===== config.mk =====
export PLATFORM = sky130hd
export DESIGN_NAME = distribute_tree_pipe
export DESIGN_NICKNAME = d
export VERILOG_FILES = /design/src/rtl/distribute_tree_pipe.sv
export SDC_FILE = /design/constraint.sdc
export NUM_CORES = 1
export LEC_CHECK = 0
export ABC_AREA = 0
export CORE_MARGIN = 1
export CORE_UTILIZATION = 47
export DETAILED_ROUTE_END_ITERATION = 7
export PLACE_DENSITY = 0.76
export SLEW_MARGIN = 20
export SYNTH_ARGS = -nofsm -noshare
export SYNTH_HDL_FRONTEND = slang
export SYNTH_SLANG_ARGS = --single-unit

===== constraint.sdc =====
create_clock -name clk -period 1.2 [get_ports clk]
set_input_delay 0.24 -clock clk [delete_from_list [all_inputs] [get_ports clk]]
set_output_delay 0.24 -clock clk [all_outputs]
set_load 0.005 [all_outputs]

===== src/rtl/distribute_tree_pipe.sv =====
// rtl/distribute_tree_pipe.sv - pipelined binary fan-out tree with per-leaf destination mask
// One word is split down NUM_LEVEL registered levels to NUM_OUTPUT_DATA leaves.
module distribute_tree_pipe #(
    parameter  int NUM_OUTPUT_DATA = 8,
    parameter  int DATA_WIDTH      = 32,
    localparam int NUM_LEVEL       = $clog2(NUM_OUTPUT_DATA)
) (
    input  logic                                  clk,
    input  logic                                  rst,
    input  logic                                  i_valid,
    input  logic [DATA_WIDTH-1:0]                 i_data_bus,
    input  logic [NUM_OUTPUT_DATA-1:0]            i_dest_mask,
    input  logic                                  i_en,
    output logic [NUM_OUTPUT_DATA-1:0]            o_valid,
    output logic [NUM_OUTPUT_DATA*DATA_WIDTH-1:0] o_data_bus,
    output logic                                  o_busy
);
    localparam int N     = NUM_OUTPUT_DATA;
    localparam int DW    = DATA_WIDTH;
    localparam int L     = NUM_LEVEL;
    localparam int NODES = 2 * N - 2;
    localparam int ML    = (L > 1) ? L - 1 : 1;

    // Nodes are stored flat: level j node k lives at index (2^j - 2) + k.
    logic [NODES-1:0]    node_valid;
    logic [NODES*DW-1:0] node_data;
    // A level's node masks concatenate to a full N-bit vector; slot j-1 holds level j.
    logic [ML*N-1:0]     node_mask;

    logic [NODES-1:0]    par_valid;
    logic [NODES-1:0]    par_sel;
    logic [NODES*DW-1:0] par_data;
    logic [N-1:0]        par_mask;
    logic [N-1:0]        rng;

    always_comb begin
        par_valid = '0;
        par_sel   = '0;
        par_data  = '0;
        par_mask  = '0;
        rng       = '0;
        for (int j = 1; j <= L; j++) begin
            par_mask = (j == 1) ? i_dest_mask : node_mask[((j >= 2) ? (j - 2) : 0)*N +: N];
            for (int k = 0; k < N; k++) begin
                if (k < (1 << j)) begin
                    // Child k at level j covers leaves [k*(N>>j) +: N>>j].
                    rng = ({N{1'b1}} >> (N - (N >> j))) << (k * (N >> j));
                    par_sel[(1 << j) - 2 + k] = |(par_mask & rng);
                    if (j == 1) begin
                        par_valid[k]           = i_valid;
                        par_data[k*DW +: DW]   = i_data_bus;
                    end else begin
                        par_valid[(1 << j) - 2 + k] = node_valid[(1 << (j - 1)) - 2 + (k >> 1)];
                        par_data[((1 << j) - 2 + k)*DW +: DW] =
                            node_data[((1 << (j - 1)) - 2 + (k >> 1))*DW +: DW];
                    end
                end
            end
        end
    end

    always_ff @(posedge clk) begin
        if (rst) begin
            node_valid <= '0;
            node_data  <= '0;
            node_mask  <= '0;
        end else if (i_en) begin
            for (int i = 0; i < NODES; i++) begin
                node_valid[i]         <= par_valid[i] & par_sel[i];
                node_data[i*DW +: DW] <= (par_valid[i] & par_sel[i]) ? par_data[i*DW +: DW] : '0;
            end
            if (L > 1) begin
                node_mask[N-1:0] <= i_dest_mask;
                for (int j = 2; j < L; j++) begin
                    node_mask[(j-1)*N +: N] <= node_mask[(j-2)*N +: N];
                end
            end
        end
    end

    assign o_valid    = node_valid[N-2 +: N];
    assign o_data_bus = node_data[(N-2)*DW +: N*DW];
    assign o_busy     = |node_valid;

endmodule


After elaboration in Yosys (flattened, before gate mapping)
Index checks and enable logic that the tools add are counted. W data, S select, Z words.

Input port bits: 44. Logic and storage cells: 38. Register bits after elaboration: 478.

Reduce and logical (&&, ||, !) cells: 7. Muxes and demuxes: 14. Bitwise operators: 14.

Operators with widths (count): $mux W32 (14); $and A1 B1 Y1 (14); $reduce_or A14 Y1 (1); $reduce_or A2 Y1 (4); $reduce_or A4 Y1 (2).

Logic depth before layout (Yosys ltp)
Gate-level depths: netlist (run 1).

Depth in word-level cells: 3. Depth in mapped cells: 5. Mapped depth without buffers: 2.

Worst setup path before layout (run 1)
Ideal clock, no wire load.

Path kind: reg2reg. Start: register node_mask[7]. End: register node_data[190]. Path buffers: 2. Clock period less this slack: 1.211 ns. Arrival: 1.093 ns. Cell stages (with the launch flop): 5. Library setup time: 0.117 ns. Slack: -0.011 ns. Cell sequence: dfxtp_1 > or2_1 > clkbuf_1 > clkbuf_1 > a32o_1.

Cells in the longest elaborated chain, start to end: 3.

RTL lines: from (decl) (RTL line 28) `logic [ML*N-1:0] node_mask;`; from (signal, indexed assignment) (RTL line 73) `node_mask[N-1:0] <= i_dest_mask;`; from (signal, indexed assignment) (RTL line 75) `node_mask[(j-1)*N +: N] <= node_mask[(j-2)*N +: N];`; $reduce_or A2 Y1 (RTL line 48) `par_sel[(1 << j) - 2 + k] = |(par_mask & rng);`; $and A1 B1 Y1 (RTL line 70) `node_data[i*DW +: DW] <= (par_valid[i] & par_sel[i]) ? par_data[i*DW +: DW] : '0;`; $mux W32 (RTL line 70); to (signal, indexed assignment) (RTL line 70); to (decl) (RTL line 26) `logic [NODES*DW-1:0] node_data;`.

Every way passes these cells. A chain may end at the register's enable or synchronous reset.

Worst setup path in the final report (run 1)
Start: register node_valid[11]. End: output o_busy.

Cells in the longest elaborated chain, start to end: 1.

RTL lines: from (decl) (RTL line 25) `logic [NODES-1:0] node_valid;`; from (signal, indexed assignment) (RTL line 69) `node_valid[i] <= par_valid[i] & par_sel[i];`; $reduce_or A14 Y1 (RTL line 83) `assign o_busy = |node_valid;`; to (decl) (RTL line 16) `output logic o_busy`.

Every way passes these cells.

==> results of run 1 <==
-- logic make-up (layout without fill, tap and decap cells) --
| group | after synthesis | in the layout | share of synthesized area, % |
|---|---|---|---|
| multiplexers | 16 | 16 | 0.9251 |
| AO/OA/AOI/OAI | 466 | 466 | 24.21 |
| buffers and inverters | 401 | 654 | 15.83 |
| AND/OR/NAND/NOR | 91 | 91 | 3.758 |
| flip-flops | 478 | 478 | 55.28 |
| other | 0 | 1 | 0 |
-- routing by layer --
metal  GRT usage [%]  wire [µm]  vias up
met2           40.09      24670      509
met4           8.230       1535        4
met3           4.488       3224      107
li1                -          -     5661
met1           30.32      22090     6427
met5               0         27        -
-- placed cells by master (no fill, tap or decap) --
cell type        instances
clkbuf_16               68
a32o_1                 128
clkbuf_8                15
buf_4                  168
inv_6                    2
a22o_1                 256
and4b_4                  7
and3b_4                  2
nor2_4                   1
diode_2                  1
buf_12                  35
dfxtp_1                208
nand4b_1                32
or2_1                    4
nand2b_1                12
clkdlybuf4s50_1         41
nor4_2                   3
nand3_1                  8
dfxtp_2                270
buf_2                  122
a21oi_1                 12
o211ai_1                 4
mux2i_1                 16
and4b_1                  1
buf_16                   6
nand3b_1                 1
buf_8                    2
o2bb2ai_1               66
buf_6                  172
nor4_4                   2
clkinvlp_4               4
nand4_1                  1
clkbuf_1                 9
clkinv_2                 7
nor2_1                  17
bufinv_16                3
-- registers in the layout, summed over array words and instances (netlist names) --
register,count
node_valid,14
node_data,448
node_mask,16
-- worst max-delay path, delay by kind of cell, from the launching register on --
kind                   cells  cell delay [ps]
buffers and inverters      1              160
flip-flops                 1              330
AND/OR/NAND/NOR            2              430
-- worst min-delay path by stage --
| stage | end | slack (ps) | cells past startpoint |
|---|---|---|---|
| 2_1_floorplan | node_mask[0]$_SDFFE_PP0P_ | 390 | 2 |
| 3_3_place_gp | node_data[428]$_SDFFE_PP0P_ | 460 | 1 |
| 3_5_place_dp | node_data[426]$_SDFFE_PP0P_ | 450 | 1 |
| 4_1_cts | node_mask[15]$_SDFFE_PP0P_ | 30 | 3 |
| 5_1_grt | node_valid[10]$_SDFFE_PP0P_ | 50 | 3 |
| 6_report | node_valid[11]$_SDFFE_PP0P_ | 50 | 3 |
-- area by class of cell --
type / instances / share of cell area [%]
Sequential cell: 478 / 43.47
Multi-Input combinational cell: 573 / 22.26
Timing Repair Buffer: 565 / 24.53
Clock buffer: 73 / 6.435
Antenna cell: 1 / 0.01098
Tap cell: 461 / 2.531
Clock inverter: 16 / 0.7577
-- through the flow --
| step | hold WS, ps | std cells | cell area (µm²) | setup TNS, ps | setup WS, ps |
|---|---|---|---|---|---|
| global placement | 458.5 | 1896 | 19210 | -71460 | -292.0 |
| global route | 47.23 | 2166 | 22790 | -68060 | -574.0 |
| floorplan | 387.2 | 1452 | 17320 | -955.8 | -10.62 |
| CTS | 26.10 | 2102 | 21550 | -27290 | -491.8 |
| finish | 45.76 | 2167 | 22790 | -55300 | -514.7 |
| detailed placement | 453.3 | 1896 | 19210 | -76250 | -316.7 |
-- what timing repair did --
action                      CTS  global route
buffers inserted            110            46
resized for setup          1439            92
cloned                        8            25
setup endpoints to repair   439           589
pin swaps                    61            50
-- power breakdown --
| group | internal, mW | switching [mW] | total (mW) |
|---|---|---|---|
| logic | 0.577 | 0.738 | 1.32 |
| registers | 16.0 | 0.146 | 16.1 |
| clock network | 9.08 | 6.29 | 15.4 |
| total | 25.6 | 7.17 | 32.8 |
==> run metrics, run 1 <==
run status complete, but fails checks; failing checks setup timing; Antenna Nets Post-Route 0; Die W 193.9 µm; total power density per cell area 1440 nW/µm²; total number of vias 12,708; count leader, synth dfxtp_1; number of vias per cell 5.864; Clock Sinks 478; Final Power 32.82 mW; gr ovfl total 0; Bufs on Longest Clock Path 3; CP startpoint kind flip-flop; H-tree Lvls 2; Critical R2R Capture node_data[152]$_SDFFE_PP0P_; syn_nets 1,496; HP Class input port to flip-flop; f_max 583.2 MHz; largest cells by area after synthesis dfxtp_1 55%, a22o_1 13%, buf_4 12%; crit path from node_valid[11]$_SDFFE_PP0P_; fin crit period 1715 ps; largest net degree at the start of global routing 44; Seq/Total Area, Yosys 55.28%; worst r2r src node_valid[1]$_SDFFE_PP0P_; clk slew on worst S/H paths 60 ps; top cells by count, synth 478 x dfxtp_1, 271 x buf_4, 256 x a22o_1; final worst-path cycle share 142.9%; Core Region 35,910 µm²; Yosys top cell area share 55.28%; first-pass GRT wire length 70.97 mm; Post-Syn Area 17,310 µm²; Detail Placement HPWL 28.86 mm; Slew HR 82.51%; Critical Path AT 1470 ps; Synth Instances 1,452; row cnt 69; Worst setup endpoint o_busy; #FFs+latches synth 478; Worst R2R Path Depth 7; Skew-Pair Late Insertion Delay 560 ps; initial core utilization 48.20%; DRT Wirelength 51.55 mm; Total GRT Usage 23.73%; Worst setup EP type primary output; Final Util 63.45%; CTS Buf Count 48; Post-synth EDFFs 0; Routed WL per cell 23.79 µm; GPL Wtd Cong 0.8173; RSZ-0062 raised after global routing true; max_cap viols 0; layout cells sized above 1 52.14%; die area 37,610 µm²; max incr delay on CP 330 ps; I/O Pins 309; Synth Area per Inst 11.92 µm²; area occupied by multi-input gates 5072 µm²; Clock Root Buffer clkbuf_16; port bufs 308; HP Start rst; ys flop type dfxtp_1; Crit-path slowest cell dfxtp_2; TritonCTS clock tree built; Final WS setup -514.7 ps; Worst IR Drop VDD 1006 µV; DIE HEIGHT 193.9 µm; Final Max Tran Viols 0; Register Area 9907 µm²; Net count, final 1,710; DRT iter0 DRCs 1,040; post-synth cell types 24; # DRC 0; Filler Cell Count 2,615; Initial DRT Pass Iterations 5; Final Skew 25.41 ps; Synth Warn # 0; static leakage 9.566 nW; Worst EP required 960 ps; worst-path cell chain nor4_2 > nand4_1 > buf_2; initial antenna violation count 3; crit path max fanout 2; CP Class flip-flop to primary output; Hold Fails Final Rpt 0; post-synthesis async set-or-reset flop share 0%; leading area contributor after synthesis dfxtp_1; number of global-route vias before repair 12,118; Tightest Pin Transition 260.4 ps; Finish-stage setup viols 511; Layout Area Growth over Synthesis 31.63%; Reg2Reg Setup Slack -350 ps; Post-CTS Hold Buffers 0
No activity file was read; power rests on OpenSTA's default activity.
==> inputs of run 2 (changes only) <==
--- a/config.mk
+++ b/config.mk
@@ -10,7 +10,7 @@
 export CORE_UTILIZATION = 47
 export DETAILED_ROUTE_END_ITERATION = 7
 export PLACE_DENSITY = 0.76
-export SLEW_MARGIN = 20
+export SLEW_MARGIN = 25
 export SYNTH_ARGS = -nofsm -noshare
 export SYNTH_HDL_FRONTEND = slang
 export SYNTH_SLANG_ARGS = --single-unit
==> results of run 2 <==
Same layout as run 1: the final DEF is identical, and so are final timing and power.
==> inputs of run 3 (changes only) <==
--- a/config.mk
+++ b/config.mk
@@ -6,6 +6,7 @@
 export NUM_CORES = 1
 export LEC_CHECK = 0
 export ABC_AREA = 0
+export CORE_ASPECT_RATIO = 1.25
 export CORE_MARGIN = 1
 export CORE_UTILIZATION = 47
 export DETAILED_ROUTE_END_ITERATION = 7
==> constraint.sdc (replaced) <==
create_clock -name clk -period 1.39 [get_ports clk]
set_input_delay 0.278 -clock clk [delete_from_list [all_inputs] [get_ports clk]]
set_output_delay 0.278 -clock clk [all_outputs]
set_load 0.005 [all_outputs]
==> run 3 against run 2 <==
Cell area decreased by 9.6%. Sequential share of layout area increased by 4.3 points. Via count decreased by 7.8%. Clock-buffer cell count decreased by 11. Highest routed layer unchanged. Clock skew decreased by 10 ps. Combinational power decreased by 24%. Worst hold slack improved by 58 ps. The run still ends with setup timing left. Wire length decreased by 14%. Global-route usage decreased by 1.0 points. Sequential cell count unchanged.
==> run metrics, run 3 (same netlist as run 1, synthesis figures left out) <==
sw power 5.837 mW; total power density per cell area 1331 nW/µm²; Slew HR 78.45%; clk slew on worst S/H paths 60 ps; Total GRT Usage 22.70%; die area 37,610 µm²; clock power share 45.5%; top routing layer in use met5; CP startpoint kind flip-flop; crit path max fanout 2; CP Class flip-flop to primary output; RSZ-0062 raised after global routing true; failing checks setup timing; top flop regs node_data: 448 flops, node_mask: 16 flops, node_valid: 14 flops; Final Max Tran Viols 0; placed cell area 19,190 µm²; CTS Buf Count 45; row cnt 78; H-tree Lvls 2; I/O Pins 309; HP Class input port to flip-flop; Worst setup EP type primary output; f_max 567.7 MHz; Biggest register node_data; combinational share of power 3.7%; commonest non-fill, non-tap cell in the layout dfxtp_1; Skew-Pair Late Insertion Delay 550 ps; number of vias per cell 5.764; Filler Cell Count 2,988; Switching Share 21.29%; met3 wire length 2.269 mm; max_cap viols 0; largest net degree at the start of global routing 48; Clock Sinks 478; Setup TNS Final -528.3 ps; initial antenna violation count 3; most frequent cells in the layout 267 x dfxtp_1, 256 x a22o_1, 208 x dfxtp_2; Hold Fails Final Rpt 0; Initial DRT Pass Iterations 7; Clock Root Buffer clkbuf_16; Worst R2R Path Depth 4; Routed met1 length 17.98 mm; first-pass GRT wire length 67.23 mm; static leakage 8.291 nW; Reg2Reg Setup Slack 90 ps; Worst IR Drop VDD 700.2 µV; Final Util 56.73%; run status complete, but fails checks; TritonCTS clock tree built; Antenna Nets Post-Route 0; Core Region 36,300 µm²; Bufs on Longest Clock Path 3; Net count, final 1,564; layout cells sized above 1 38.40%; register share of total power 50.8%; Worst EP required 1110 ps; Final WS setup -371.5 ps; gr ovfl total 0; initial core utilization 47.68%; GPL Wtd Cong 0.8282; number of global-route vias before repair 11,164; DRT iter0 DRCs 808; Critical Path AT 1480 ps; fin crit period 1761 ps; Final Skew 15.10 ps; total number of vias 11,718; final worst-path cycle share 126.7%; Tightest Pin Transition 320.9 ps; Final Cell Area 20,600 µm²; Top delay family on crit path simple AND/OR/NAND/NOR gates; P_int 21.58 mW; max incr delay on CP 340 ps; Die W 173.7 µm; hold depth 3; Crit-path slowest cell dfxtp_2; Critical R2R Capture node_data[129]$_SDFFE_PP0P_; HP Start rst; Post-CTS Hold Buffers 0; Routed WL per cell 21.80 µm; port bufs 308; Finish-stage setup viols 6; worst r2r src node_valid[1]$_SDFFE_PP0P_; # DRC 0; Detail Placement HPWL 29.50 mm; Layout Area Growth over Synthesis 18.98%; DIE HEIGHT 216.6 µm; Largest register FFs 448; worst-path cell chain nor4_4 > nand4_1 > buf_2; wire length on met2 22.11 mm; hold path endpoint node_mask[1]$_SDFFE_PP0P_; CP bufs+invs 1; DRT Wirelength 44.31 mm
## run 3: cell count changes in the layout (fill, tap and decap cells not counted), moves of 6 or more
cell | previous run | this run
buf_6 | 172 | 16
buf_4 | 168 | 76
clkbuf_2 | 0 | 76
clkdlybuf4s15_1 | 0 | 75
dfxtp_2 | 270 | 208
dfxtp_1 | 208 | 267
buf_2 | 122 | 82
clkdlybuf4s15_2 | 0 | 26
clkbuf_16 | 68 | 45
and4b_1 | 1 | 8
and4b_4 | 7 | 0
buf_16 | 6 | 0
clkbuf_8 | 15 | 9
## run 3: power by group through the flow
stage / clock network, mW / registers [mW] / logic [mW]
finish: 12.5 / 13.9 / 1.00
global route: 13.4 / 13.9 / 1.07
CTS: 12.7 / 13.9 / 0.993
detailed placement: 0 / 14.2 / 0.993
global placement: 0 / 14.2 / 0.978
floorplan: 0 / 14.2 / 0.542
## run 3: area by class of cell
| class | count | area [µm²] | area share, % |
|---|---|---|---|
| timing repair buffer | 422 | 3596 | 17.46 |
| clock buffer | 62 | 1280 | 6.214 |
| tap | 480 | 600.6 | 2.916 |
| multi-input combinational | 573 | 5050 | 24.52 |
| sequential | 478 | 9841 | 47.78 |
| clock inverter | 17 | 227.7 | 1.106 |
| antenna | 1 | 2.502 | 0.01215 |
## run 3: worst max-delay path by stage
stage | slack, ps | start | depth (start not counted) | to
after detailed placement | -200 | i_dest_mask[4] | 4 | node_data[34]$_SDFFE_PP0P_
after floorplan | 150 | i_en | 5 | node_data[190]$_SDFFE_PP0P_
after CTS | -340 | node_valid[8]$_SDFFE_PP0P_ | 3 | o_busy
final | -370 | node_valid[4]$_SDFFE_PP0P_ | 3 | o_busy
after global placement | -160 | i_dest_mask[4] | 4 | node_data[52]$_SDFFE_PP0P_
after global routing | -390 | node_valid[4]$_SDFFE_PP0P_ | 3 | o_busy
## run 3: layer usage
layer / vias up / GRT usage [%]
met1: 5875 / 27.92
met3: 98 / 3.842
met5: - / 0
met4: 4 / 10.32
li1: 5346 / -
met2: 395 / 38.81
## run 3: tightest hold or removal path, delay by kind of cell
family	cells	cell delay, ps
buffers and inverters	2	260
AND/OR/NAND/NOR	1	60
## run 3: per-stage QoR
step	hold slack, ps	total power, mW	worst slack, ps	instances
finish	103.7	27.42	-371.5	2033
global placement	457.8	15.23	-160.9	1912
CTS	83.49	27.65	-342.9	2025
floorplan	425.2	14.71	148.2	1452
detailed placement	460.3	15.24	-204.5	1912
global route	93.37	28.37	-392.5	2032
## run 3: timing repair
item,4_1_cts,5_1_grt
resized for setup,899,145
pin swaps,2,2
setup buffers,35,11
endpoints found under the setup margin,265,135
